`src/rtl/bf16_subtractor_pipe.sv`:
```
// bf16_subtractor_pipe: three-stage pipelined bf16 z = a - b with valid/ready flow control and tag sideband.
// Define BF16_SUB_DAZ_EN to treat subnormal inputs and results as signed zero.
module bf16_subtractor_pipe #(
   parameter int TAG_W = 4
) (
   input  logic             clk,
   input  logic             rst_n,
   input  logic [15:0]      a,
   input  logic [15:0]      b,
   input  logic [TAG_W-1:0] tag_in,
   input  logic             in_vld,
   output logic             in_rdy,
   output logic [15:0]      z,
   output logic [TAG_W-1:0] tag_out,
   output logic             z_vld,
   input  logic             z_rdy
);
   logic stall;
   logic [7:0] ea, eb, ea_eff, eb_eff, d;
   logic sa, sb, nan_a, nan_b, inf_a, inf_b, zero_a, zero_b, a_big;
   logic [10:0] ma, mb, m_small, m_al;
   logic sp1;
   logic [15:0] spv1;
   logic s1_vld, s2_vld, s1_sp, s2_sp, s1_sa, s1_sb, s2_s;
   logic [TAG_W-1:0] s1_tag, s2_tag;
   logic [15:0] s1_spv, s2_spv;
   logic [7:0] s1_e, s2_e;
   logic [10:0] s1_ma, s1_mb;
   logic [11:0] s2_m, sum;
   logic eff_sub, a_ge, sum_s;
   logic [3:0] lz;
   logic [7:0] sh;
   logic [10:0] m11;
   logic [8:0] e9;
   logic inc;
   logic [15:0] rnd, res;

   assign stall = z_vld && !z_rdy;
   assign in_rdy = !stall;

   // b is negated up front so the rest of the datapath is a plain signed add
   always_comb begin
      ea = a[14:7];
      eb = b[14:7];
      sa = a[15];
      sb = ~b[15];
      nan_a = &ea && |a[6:0];
      nan_b = &eb && |b[6:0];
      inf_a = &ea && ~|a[6:0];
      inf_b = &eb && ~|b[6:0];
`ifdef BF16_SUB_DAZ_EN
      zero_a = ea == 8'd0;
      zero_b = eb == 8'd0;
`else
      zero_a = ea == 8'd0 && a[6:0] == 7'd0;
      zero_b = eb == 8'd0 && b[6:0] == 7'd0;
`endif
      ma = zero_a ? 11'd0 : {ea != 8'd0, a[6:0], 3'b000};
      mb = zero_b ? 11'd0 : {eb != 8'd0, b[6:0], 3'b000};
      ea_eff = ea == 8'd0 ? 8'd1 : ea;
      eb_eff = eb == 8'd0 ? 8'd1 : eb;
      a_big = ea_eff >= eb_eff;
      d = a_big ? ea_eff - eb_eff : eb_eff - ea_eff;
      m_small = a_big ? mb : ma;
      m_al = d >= 8'd11 ? {10'd0, |m_small} : (m_small >> d) | {10'd0, |(m_small & ~(11'h7FF << d))};
      sp1 = nan_a || nan_b || inf_a || inf_b || (zero_a && zero_b);
      spv1 = (nan_a || nan_b || (inf_a && inf_b && sa != sb)) ? 16'h7FC0 :
             inf_a ? a : inf_b ? {sb, b[14:0]} : {sa && sb, 15'd0};
   end

   assign eff_sub = s1_sa != s1_sb;
   assign a_ge = s1_ma >= s1_mb;
   assign sum = !eff_sub ? {1'b0, s1_ma} + {1'b0, s1_mb} :
                a_ge ? {1'b0, s1_ma - s1_mb} : {1'b0, s1_mb - s1_ma};
   assign sum_s = !eff_sub ? s1_sa : s1_ma == s1_mb ? 1'b0 : a_ge ? s1_sa : s1_sb;

   // left shift is capped so the exponent never drops below 1; a missing hidden bit then means subnormal
   always_comb begin
      lz = 4'd11;
      for (int i = 0; i < 11; i++) lz = s2_m[i] ? 4'(10 - i) : lz;
      sh = {4'd0, lz} < s2_e - 8'd1 ? {4'd0, lz} : s2_e - 8'd1;
      m11 = s2_m[11] ? {s2_m[11:2], |s2_m[1:0]} : s2_m[10:0] << sh;
      e9 = s2_m[11] ? {1'b0, s2_e} + 9'd1 : m11[10] ? {1'b0, s2_e - sh} : 9'd0;
      inc = m11[2] && (m11[1] || m11[0] || m11[3]);
      rnd = {e9, m11[9:3]} + {15'd0, inc};
      res = rnd[15:7] >= 9'd255 ? {s2_s, 15'h7F80} : {s2_s, rnd[14:0]};
`ifdef BF16_SUB_DAZ_EN
      res = rnd[15:7] == 9'd0 ? {s2_s, 15'd0} : res;
`endif
   end

   always_ff @(posedge clk) begin
      if (!rst_n) begin
         s1_vld <= 1'b0;
         s2_vld <= 1'b0;
         z_vld <= 1'b0;
         z <= 16'd0;
         tag_out <= '0;
      end else if (!stall) begin
         s1_vld <= in_vld;
         s2_vld <= s1_vld;
         z_vld <= s2_vld;
         if (s2_vld) begin
            z <= s2_sp ? s2_spv : res;
            tag_out <= s2_tag;
         end
      end
   end

   always_ff @(posedge clk) begin
      if (!stall) begin
         s1_tag <= tag_in;
         s1_sp <= sp1;
         s1_spv <= spv1;
         s1_e <= a_big ? ea_eff : eb_eff;
         s1_sa <= sa;
         s1_sb <= sb;
         s1_ma <= a_big ? ma : m_al;
         s1_mb <= a_big ? m_al : mb;
         s2_tag <= s1_tag;
         s2_sp <= s1_sp;
         s2_spv <= s1_spv;
         s2_e <= s1_e;
         s2_s <= sum_s;
         s2_m <= sum;
      end
   end
endmodule
```
`config.mk`:
```
export PLATFORM = sky130hd
export DESIGN_NAME = bf16_subtractor_pipe
export DESIGN_NICKNAME = d
export VERILOG_FILES = /design/src/rtl/bf16_subtractor_pipe.sv
export SDC_FILE = /design/constraint.sdc
export NUM_CORES = 1
export LEC_CHECK = 0
export BUFFER_PORTS_ARGS = -buffer_cell sky130_fd_sc_hd__buf_4
export CORE_MARGIN = 1
export CORE_UTILIZATION = 30
export CTS_CLUSTER_SIZE = 14
export DETAILED_ROUTE_END_ITERATION = 10
export GPL_ROUTABILITY_DRIVEN = 0
export GPL_TIMING_DRIVEN = 0
export PLACE_DENSITY = 0.53
export SLEW_MARGIN = 25
export SYNTH_ARGS = -nofsm -noshare
export SYNTH_HDL_FRONTEND = slang
export SYNTH_SLANG_ARGS = --single-unit
```
`constraint.sdc`:
```
create_clock -name clk -period 8 [get_ports clk]
set_input_delay 1.6 -clock clk [delete_from_list [all_inputs] [get_ports clk]]
set_output_delay 1.6 -clock clk [all_outputs]
set_load 0.1 [all_outputs]
```
==> results of run 1 <==
## worst max-delay path by stage
stage            start  endpoint  slack, ns
4_1_cts        s2_m[7]      z[1]       0.73
5_1_grt        s2_m[7]      z[1]       0.03
3_5_place_dp      b[8]  s1_mb[7]       0.59
2_1_floorplan    z_rdy    in_rdy       1.19
3_3_place_gp     z_rdy    in_rdy      -0.01
6_report       s2_e[0]      z[1]       0.53
## layer usage
layer	up-vias	routed length, um	global-route usage
met5	-	0	0
met4	0	341	0.0424
met3	24	976	0.0276
met2	209	11700	0.259
met1	3841	11600	0.212
li1	4018	-	-
## layout by cell type (no fill, tap or decap), types with 9 or more instances in the layout
cell type / count
o21bai_1: 14
mux2_2: 13
nand2b_1: 12
clkbuf_1: 53
nor2b_1: 9
a21oi_1: 77
nand4_1: 9
and3_1: 9
a21o_1: 15
ha_1: 61
nand2_1: 91
nand3_1: 23
or3_1: 9
xor2_1: 11
inv_1: 84
edfxtp_1: 95
a211oi_1: 14
nor2_1: 77
o211ai_1: 12
and2_1: 11
xnor2_1: 24
nor3_1: 21
o21ai_0: 64
clkbuf_16: 17
dfxtp_1: 23
conb_1: 9
buf_4: 62
o31ai_1: 12
or2_2: 10
mux2i_1: 28
## logic make-up (layout without fill, tap and decap cells)
group | count (synthesis) | in the layout | share of synthesized area
and+or+nand+nor | 326 | 326 | 0.177
buffers and inverters | 145 | 240 | 0.0601
AOI/OAI and AO/OA | 303 | 303 | 0.215
xor gates and xnor gates | 35 | 35 | 0.0326
adders and majority gates | 67 | 67 | 0.0940
muxes | 50 | 50 | 0.0670
other | 2 | 9 | 0.000799
DFF | 118 | 118 | 0.353
## power by group
part / internal (mW) / total, mW / switching, mW
Sequential: 0.760 / 0.838 / 0.0777
Combinational: 0.607 / 1.61 / 1.00
Clock: 0.415 / 0.735 / 0.321
Total: 1.78 / 3.18 / 1.40
## registers in the layout, summed over array words and instances (netlist names)
signal,cells
s1_spv,16
s2_spv,16
z,16
s2_m,12
s1_ma,11
s1_mb,11
s1_e,8
s2_e,8
s1_tag,4
s2_tag,4
tag_out,4
s1_sa,1
s1_sb,1
s1_sp,1
s1_vld,1
s2_s,1
s2_sp,1
s2_vld,1
z_vld,1
## Yosys cell counts, types with 6 or more instances
master | number | area [sq um]
a211o_1 | 6 | 52.6
a211oi_1 | 14 | 105
a21boi_0 | 8 | 60.1
a21o_1 | 15 | 113
a21oi_1 | 78 | 390
a22oi_1 | 6 | 45.0
and2_1 | 11 | 68.8
and3_1 | 9 | 56.3
clkbuf_1 | 54 | 203
dfxtp_1 | 23 | 460
edfxtp_1 | 95 | 2850
fa_1 | 6 | 120
ha_1 | 61 | 763
inv_1 | 84 | 315
mux2_2 | 13 | 146
mux2i_1 | 28 | 280
mux4_2 | 8 | 180
nand2_1 | 91 | 342
nand2b_1 | 12 | 75.1
nand3_1 | 23 | 115
nand4_1 | 9 | 56.3
nor2_1 | 77 | 289
nor2b_1 | 9 | 56.3
nor3_1 | 21 | 105
nor4_1 | 8 | 50.1
o2111ai_1 | 6 | 52.6
o211ai_1 | 12 | 90.1
o21a_1 | 6 | 45.0
o21ai_0 | 64 | 320
o21bai_1 | 14 | 105
o22ai_1 | 6 | 37.5
o31ai_1 | 12 | 90.1
or2_2 | 10 | 62.6
or3_1 | 9 | 56.3
or4_1 | 8 | 60.1
xnor2_1 | 24 | 210
xor2_1 | 11 | 96.3
## stage by stage
stage / setup slack [ns] / cells / power [mW]
global route: 0.0314 / 1544 / 3.40
finish: 0.528 / 1544 / 3.18
global placement: -0.0103 / 1510 / 2.44
CTS: 0.727 / 1544 / 3.19
floorplan: 1.19 / 1053 / 2.05
detailed placement: 0.593 / 1512 / 2.44
## area by class of cell
class / instances / area share
clock inverters: 15 / 0.0136
flip-flops and latches: 118 / 0.301
multi-input cells: 790 / 0.504
well taps: 396 / 0.0450
repair buffers: 63 / 0.0459
clock buffers: 17 / 0.0387
plain buffers: 60 / 0.0226
inverters: 85 / 0.0290
## worst reg2reg max path, stage by stage (launching register included)
cell and delay [ns]:
edfxtp_1 0.53, clkbuf_1 0.44, inv_1 0.22, ha_1 0.28, xor2_1 0.16, inv_1 0.11
ha_1 0.28, nor3_1 0.05, nor4_1 0.31, nand4_2 0.27, a221o_2 0.40, buf_6 0.16
o21ai_0 0.73, inv_1 0.12, ha_1 0.34, o21a_1 0.18, o221ai_1 0.24, o311ai_0 0.30
a2111oi_0 0.52, o21ai_0 0.18, o22ai_1 0.37, a211oi_1 0.13, nor3b_1 0.67, o31ai_1 0.24
a21oi_1 0.18
==> summary.md, run 1 <==
| Metric | Value |
|---|---|
| Crit-path max FO | 10 |
| Worst R2R Start | s2_e[0] |
| First-pass GRT wire length | 39.6 mm |
| IO buf count | between 60 and 70 |
| Via count | 8,092 |
| Max-slew violation count | 0 |
| Hold Path Class | flop to flop |
| Fraction of registers with async set/reset | 0 |
| R2r setup slk | approximately 0.53 ns |
| Setup TNS | 0 ns |
| Storage cell area | 0.00331 sq mm |
| Sink Count | 118 |
| Worst slew pin tran | 1.04 ns |
| Post-CTS Resized | 0 |
| Post-synth EDFFs | 95 |
| Ant diodes | 0 |
| Crit. End Element | flop |
| RSZ-0062 raised after global routing | no |
| Multi-input gate area | 0.00555 sq mm |
| Final Hold Viols | 0 |
| Power per cell area | 289 mW/mm^2 |
| Yosys reg bits | roughly 120 |
| Worst Path Buf+Inv | 5 |
| Worst setup SP type | flop |
| Cts bufs inserted | 17 |
| Final setup vio count | 0 |
| WL final | 24.6 mm |
| Synth Flop Type | edfxtp_1 |
| Starting Density | 0.306 |
| Reg clk slew, reported paths | 0.07 ns |
| Routed len/inst | 16.0 um |
| DP Area | 0.0104 sq mm |
| Hold slack | 0.413 ns |
| Post-Syn Area | 0.00939 sq mm |
| Worst EP arrival | between 7 and 8 ns |
| H-tree depth | 4 |
| Fmax | roughly 130 MHz |
| Yosys warns | 0 |
| Max Cap Viol | 0 |
| Syn_area_per_cell | approximately 9 sq um |
| Top delay family on crit path | compound AO/OA/AOI/OAI gates |
| Core footprint | 0.0307 sq mm |
| Antenna Nets Post-Route | 0 |
| Post CTS Setup Buffer Count | 0 |
| Register area share after synthesis | 0.353 |
| Area growth, synth to finish | 17.1% |
| Tmin final | 7.47 ns |
| Iter 0 DRT Violations | 554 |
| Gr ovfl total | 0 |
| DR pass1 iterations | 5 |
| Reg-to-Reg End | z[1] |
| Fill count | 3,111 |
| Hold Crit Depth | 0 |
| Vias in the first global route | 7,786 |
| Largest stage delay, worst path | 0.73 ns |
| CTS root buf | clkbuf_16 |
| Critical path cell sequence | clkbuf_1 -> inv_1 -> ha_1 -> xor2_1 -> inv_1 -> ha_1 -> nor3_1 -> nor4_1 -> nand4_2 -> a221o_2 -> buf_6 -> o21ai_0 -> inv_1 -> ha_1 -> o21a_1 -> o221ai_1 -> o311ai_0 -> a2111oi_0 -> o21ai_0 -> o22ai_1 -> a211oi_1 -> nor3b_1 -> o31ai_1 -> a21oi_1 |
| Die area | 0.0320 sq mm |
| Total Routing Usage GR | 0.158 |
| Fin util | 0.359 |
| Via density | 5.24 |
| Layout net count | 1,242 |
| Share of post-route cells with drive strength above 1 | 0.126 |
| Longest Clk Path Bufs | 2 |
| Required @ worst endpoint | 8.35 ns |
| P_leak | 4.52 nW |
| Final Cycle Share | 0.934 |
| Initial antenna violation count | 0 |
| Cell variety after synth | 82 |
| Hold Path Sink | s2_spv[10] |
| Hold Startpoint | s1_spv[10] |
| WS Path Type | flop to flop |
| Mapped Cells | around 1.0k |
| Die Wd | 179 um |
| Die height | 179 um |
| CTS tree | built |
| FF-to-FF path depth | 24 |
| Peak supply drop | approximately 170 uV |
| DRC | 0 |
| Post-DP HPWL | ~19 mm |
| Clk_skew | approximately 0.013 ns |
| Critical path depth in cells | 24 |
| Largest net degree at the start of global routing | 54 |
| CP max stage cell | o21ai_0 |
| Post-CTS Hold Buffers | 0 |
| Worst skew pair latency | 0.42 ns |
| # IOs | 62 |
| Fin area | 0.0110 sq mm |
| Max_slew headroom | 0.294 |
| Site row count | 64 |
| Status | finished clean |
No activity file was read; power rests on OpenSTA's default activity.
==> run 2, diff against run 1 <==
--- a/config.mk
+++ b/config.mk
@@ -5,14 +5,14 @@
 export SDC_FILE = /design/constraint.sdc
 export NUM_CORES = 1
 export LEC_CHECK = 0
-export BUFFER_PORTS_ARGS = -buffer_cell sky130_fd_sc_hd__buf_4
 export CORE_MARGIN = 1
 export CORE_UTILIZATION = 30
 export CTS_CLUSTER_SIZE = 14
 export DETAILED_ROUTE_END_ITERATION = 10
+export DONT_BUFFER_PORTS = 1
 export GPL_ROUTABILITY_DRIVEN = 0
 export GPL_TIMING_DRIVEN = 0
-export PLACE_DENSITY = 0.53
+export PLACE_DENSITY = 0.52
 export SLEW_MARGIN = 25
 export SYNTH_ARGS = -nofsm -noshare
 export SYNTH_HDL_FRONTEND = slang
==> run 2 against run 1 <==
Clock skew up 0.0045 ns. Largest power group unchanged. Hold slack better by 0.0028 ns. Total power fell by 2.0%.
==> summary.md, run 2 (synthesis gave the netlist of run 1 again) <==
| Metric | Value |
|---|---|
| Tmin final | about 7.3 ns |
| DRC | 0 |
| IO buf count | 0 |
| Longest Clk Path Bufs | 2 |
| Routed len/inst | 16.6 um |
| Worst EP arrival | 7.65 ns |
| Worst skew pair latency | 0.43 ns |
| Via density | between 5 and 6 |
| Die Wd | 179 um |
| WS Path Type | flop to flop |
| RSZ-0062 raised after global routing | no |
| Post-Place Cells | 1,451 |
| Multi-input gate area | 0.00555 sq mm |
| Final setup vio count | 0 |
| Fin worst setup slack | 0.704 ns |
| H-tree depth | 4 |
| Worst setup SP type | flop |
| DR pass1 iterations | 5 |
| Share of post-route cells with drive strength above 1 | 0.0754 |
| Commonest non-fill, non-tap cell in the layout | edfxtp_1 |
| CTS root buf | clkbuf_16 |
| Most frequent cells in the layout | edfxtp_1, nand2_1, inv_1, nor2_1, a21oi_1 |
| Peak supply drop | around 200 uV |
| # IOs | 62 |
| Area growth, synth to finish | 12.1% |
| FF-to-FF path depth | 23 |
| Fin cells | 1,483 |
| Gr ovfl total | 0 |
| Reg clk slew, reported paths | approximately 0.05 ns |
| Antenna Nets Post-Route | 0 |
| Required @ worst endpoint | 8.36 ns |
| Ant diodes | 0 |
| Core footprint | about 0.031 sq mm |
| Status | finished clean |
| Fill count | 3,199 |
| Max Cap Viol | 0 |
| DP Worst Slack | 0.690 ns |
| Final Hold Viols | 0 |
| Hold Path Class | flop to flop |
| Via count | 7,826 |
| Iter 0 DRT Violations | 495 |
| Largest net degree at the start of global routing | 53 |
| Initial antenna violation count | 0 |
| Crit-path max FO | 9 |
| Max_slew headroom | 0.328 |
| Clk_skew | between 0.015 and 0.02 ns |
| Die area | between 0.03 and 0.04 sq mm |
| CTS tree | built |
| Die height | 179 um |
| P_leak | 4.21 nW |
| Final Cycle Share | 0.912 |
| Sink Count | 118 |
| First-pass GRT wire length | 39.4 mm |
| Cts bufs inserted | 17 |
| Max-slew violation count | 0 |
| Total Routing Usage GR | 0.157 |
| Post-DP HPWL | 19.3 mm |
| Power per cell area | around 300 mW/mm^2 |
| Fmax | 137 MHz |
| Site row count | 64 |
| Layout net count | approximately 1.2k |
| Fin util | 0.343 |
| Starting Density | 0.306 |
| Storage cell area | 0.00331 sq mm |
| Regs by FF count | s1_spv: 16 flops, s2_spv: 16 flops, z: 16 flops |
| WL final | 24.6 mm |
| Crit. End Element | flop |
| Vias in the first global route | approximately 7.6k |
| Worst slew pin tran | 1.01 ns |
| Post CTS Setup Buffer Count | 0 |
| Hold Crit Depth | 0 |
[run 2: timing repair]
item / 4_1_cts / 5_1_grt
hold buffers: 0 / 0
resized for setup: 0 / 1
endpoints found under the setup margin: 0 / 1
[run 2: report_power, final]
part | total, mW | switching [mW] | leakage (nW) | internal [mW]
clock network | 0.708 | 0.280 | 0.263 | 0.428
registers | 0.961 | 0.201 | 1.25 | 0.761
logic | 1.45 | 0.873 | 2.70 | 0.576
[run 2: cell type report]
cell class,instances,share of cell area
Buffer,60,0.0236
Clock buffer,18,0.0407
Clock inverter,14,0.0120
Inverter,85,0.0303
Multi-Input combinational cell,790,0.527
Sequential cell,118,0.315
Tap cell,396,0.0470
Timing Repair Buffer,2,0.00451
[run 2: stage by stage]
stage / hold slack, ns / cell area (sq um) / power (mW) / TNS [ns]
floorplan: 0.400 / 9420 / 2.05 / 0
global placement: 0.401 / 9920 / 2.40 / -5.09
detailed placement: 0.405 / 9970 / 2.40 / 0
CTS: 0.418 / 10500 / 3.13 / 0
global route: 0.419 / 10500 / 3.33 / 0
finish: 0.416 / 10500 / 3.12 / 0
[run 2: worst max-delay path, stage by stage, from the launching register on]
cell and delay [ns]:
edfxtp_1 0.35, clkbuf_1 0.21, o31a_1 0.34, o31ai_1 0.72, inv_1 0.10, ha_1 0.25, a211oi_1 0.65, nand2_1 0.28
nand3_1 0.28, nand2_1 0.24, inv_1 0.28, ha_1 0.24, nor2b_1 0.06, o21a_1 0.19, o21a_1 0.22, o221ai_1 0.23
o311ai_0 0.28, a2111oi_0 0.52, o21ai_0 0.18, o22ai_1 0.35, a211oi_1 0.13, nor3b_1 0.74, o31ai_1 0.25, a21oi_1 0.19
[run 2: worst paths after layout]
check	startpoint	endpoint	slack [ns]
hold / removal	s1_spv[12]	s2_spv[12]	0.42
setup / recovery	s2_m[3]	z[1]	0.70
setup reg to reg	s2_m[3]	z[1]	0.70
hold reg to reg	s1_spv[12]	s2_spv[12]	0.42
[run 2: routing by layer]
layer  share of wire  global-route usage  vias to the layer above  routed length [um]
li1                -                   -                     3893                   -
met1            0.46               0.204                     3728               11300
met2            0.48               0.262                      179               11800
met3           0.042              0.0225                       26                1040
met4           0.016              0.0565                        0                 401
met5               0                   0                        -                   0
==> run 3, diff against run 2 <==
--- a/config.mk
+++ b/config.mk
@@ -5,6 +5,7 @@
 export SDC_FILE = /design/constraint.sdc
 export NUM_CORES = 1
 export LEC_CHECK = 0
+export CORE_ASPECT_RATIO = 2
 export CORE_MARGIN = 1
 export CORE_UTILIZATION = 30
 export CTS_CLUSTER_SIZE = 14
==> run 3 against run 2 <==
First-iteration DRC count decreased by 29%. Highest routed layer unchanged. Count of clock-buffer cells in the layout decreased by 1. Hold slack got worse by 0.0018 ns. Critical path type unchanged.
==> summary.md, run 3 (synthesis gave the netlist of run 1 again) <==
| Metric | Value |
|---|---|
| Status | finished clean |
| H-tree depth | 4 |
| Fmax | 133 MHz |
| First-pass GRT wire length | 45.0 mm |
| Reg clk slew, reported paths | 0.06 ns |
| Die height | ~250 um |
| Post-CTS Hold Buffers | 0 |
| Crit-path max FO | 10 |
| Hold slack | 0.414 ns |
| Combinational share of power | 0.469 |
| Worst EP arrival | 7.90 ns |
| Via density | about 5.3 |
| Worst skew pair latency | 0.43 ns |
| P_leak | 4.24 nW |
| Starting Density | 0.304 |
| DP Area | approximately 0.010 sq mm |
| Post-DP HPWL | 23.6 mm |
| Total Routing Usage GR | 0.187 |
| Clk_skew | 0.0130 ns |
| Worst setup SP type | flop |
| DR pass1 iterations | 5 |
| Antenna Nets Post-Route | 0 |
| WL final | 28.9 mm |
| Fin worst setup slack | 0.475 ns |
| Max Cap Viol | 0 |
| IO buf count | 0 |
| Fin cells | roughly 1.5k |
| Tmin final | 7.53 ns |
| Commonest non-fill, non-tap cell in the layout | edfxtp_1 |
| CTS root buf | clkbuf_16 |
| RSZ-0062 raised after global routing | no |
| Final Hold Viols | 0 |
| Largest net degree at the start of global routing | 47 |
| # IOs | 62 |
| Gr ovfl total | 0 |
| CTS tree | built |
| Via count | roughly 8.0k |
| Die area | 0.0321 sq mm |
| Cell Int Power | approximately 1.8 mW |
| Hold Path Class | flop to flop |
| Initial antenna violation count | 0 |
| Sink Count | 118 |
| Power consumption | 3.28 mW |
| Site row count | 91 |
| Most frequent cells in the layout | edfxtp_1, nand2_1, inv_1, nor2_1, a21oi_1 |
| Cts bufs inserted | 17 |
| Die Wd | about 130 um |
| Peak supply drop | 176 uV |
| Seq pwr share | 0.296 |
| Longest Clk Path Bufs | 2 |
| Clock share of power | 0.235 |
| Post-CTS Resized | 0 |
| Routed len/inst | 19.2 um |
| Fin area | 0.0106 sq mm |
| Setup TNS | 0 ns |
| Area growth, synth to finish | 13.0% |
| Crit. End Element | flop |
| Iter 0 DRT Violations | 351 |
| Switch share | 0.449 |
| Final setup vio count | 0 |
| CP max stage cell | edfxtp_1 |
| Max-slew violation count | 0 |
| Vias in the first global route | 8,508 |
| Required @ worst endpoint | roughly 8.4 ns |
| DRC | 0 |
| Final Cycle Share | 0.941 |
| Largest stage delay, worst path | 0.55 ns |
| Core footprint | 0.0309 sq mm |
| Power per cell area | just over 300 mW/mm^2 |
| Max_slew headroom | 0.293 |
| Switching power | 1.47 mW |
| WS Path Type | flop to flop |
| Worst slew pin tran | approximately 1.1 ns |
| Ant diodes | 0 |
| Layout net count | 1,181 |
| Fin util | 0.344 |
| Post CTS Setup Buffer Count | 0 |
| Regs by FF count | s1_spv: 16 flops, s2_spv: 16 flops, z: 16 flops |
| Post-Place Cells | 1,473 |
| DP Worst Slack | 0.195 ns |
| Share of post-route cells with drive strength above 1 | 0.0791 |
-- run 3: cell types whose count changed in the layout (fill, tap and decap cells not counted), sizes merged --
cell      before  now
clkinvlp       3    2
clkinv         6    5
inv           89   91
clkbuf        72   71
bufinv         1    2
-- run 3: metal layers --
layer / vias to the layer above / track usage / routed length, um
met5: - / 0 / 0
met4: 0 / 0.118 / 1540
met3: 89 / 0.0288 / 777
met2: 220 / 0.404 / 17900
met1: 3812 / 0.144 / 8710
li1: 3901 / - / -
-- run 3: final timing paths --
kind | from | endpoint | slack [ns] | cells past startpoint
worst max-delay path | s2_e[0] | z[8] | 0.47 | 25
worst min-delay path | s1_spv[7] | s2_spv[7] | 0.41 | 0
worst max register to register | s2_e[0] | z[8] | 0.47 | 25
worst min register to register | s1_spv[7] | s2_spv[7] | 0.41 | 0
-- run 3: area by class of cell --
type / count / area, sq um
clock buffer: 17 / 425
buffer: 60 / 249
inverter: 85 / 319
fill: 3224 / 20200
clock inverter: 15 / 169
sequential: 118 / 3310
timing repair buffer: 2 / 47.5
tap: 418 / 523
multi-input combinational: 790 / 5570
-- run 3: power groups by stage --
stage	clock [mW]	combinational, mW	sequential, mW
6_report	0.772	1.54	0.971
5_1_grt	0.808	1.67	0.981
4_1_cts	0.786	1.53	0.972
3_5_place_dp	0	1.52	0.984
3_3_place_gp	0	1.51	0.985
2_1_floorplan	0	1.10	0.941
-- run 3: critical path, delay by kind of cell (launching register included) --
kind                       cells  cell delay [ns]
AOI/OAI and AO/OA             12             3.53
xor gates and xnor gates       1             0.32
adders and majority gates      3             0.97
buffers and inverters          4             1.09
DFF                            1             0.55
and+or+nand+nor                5             0.98
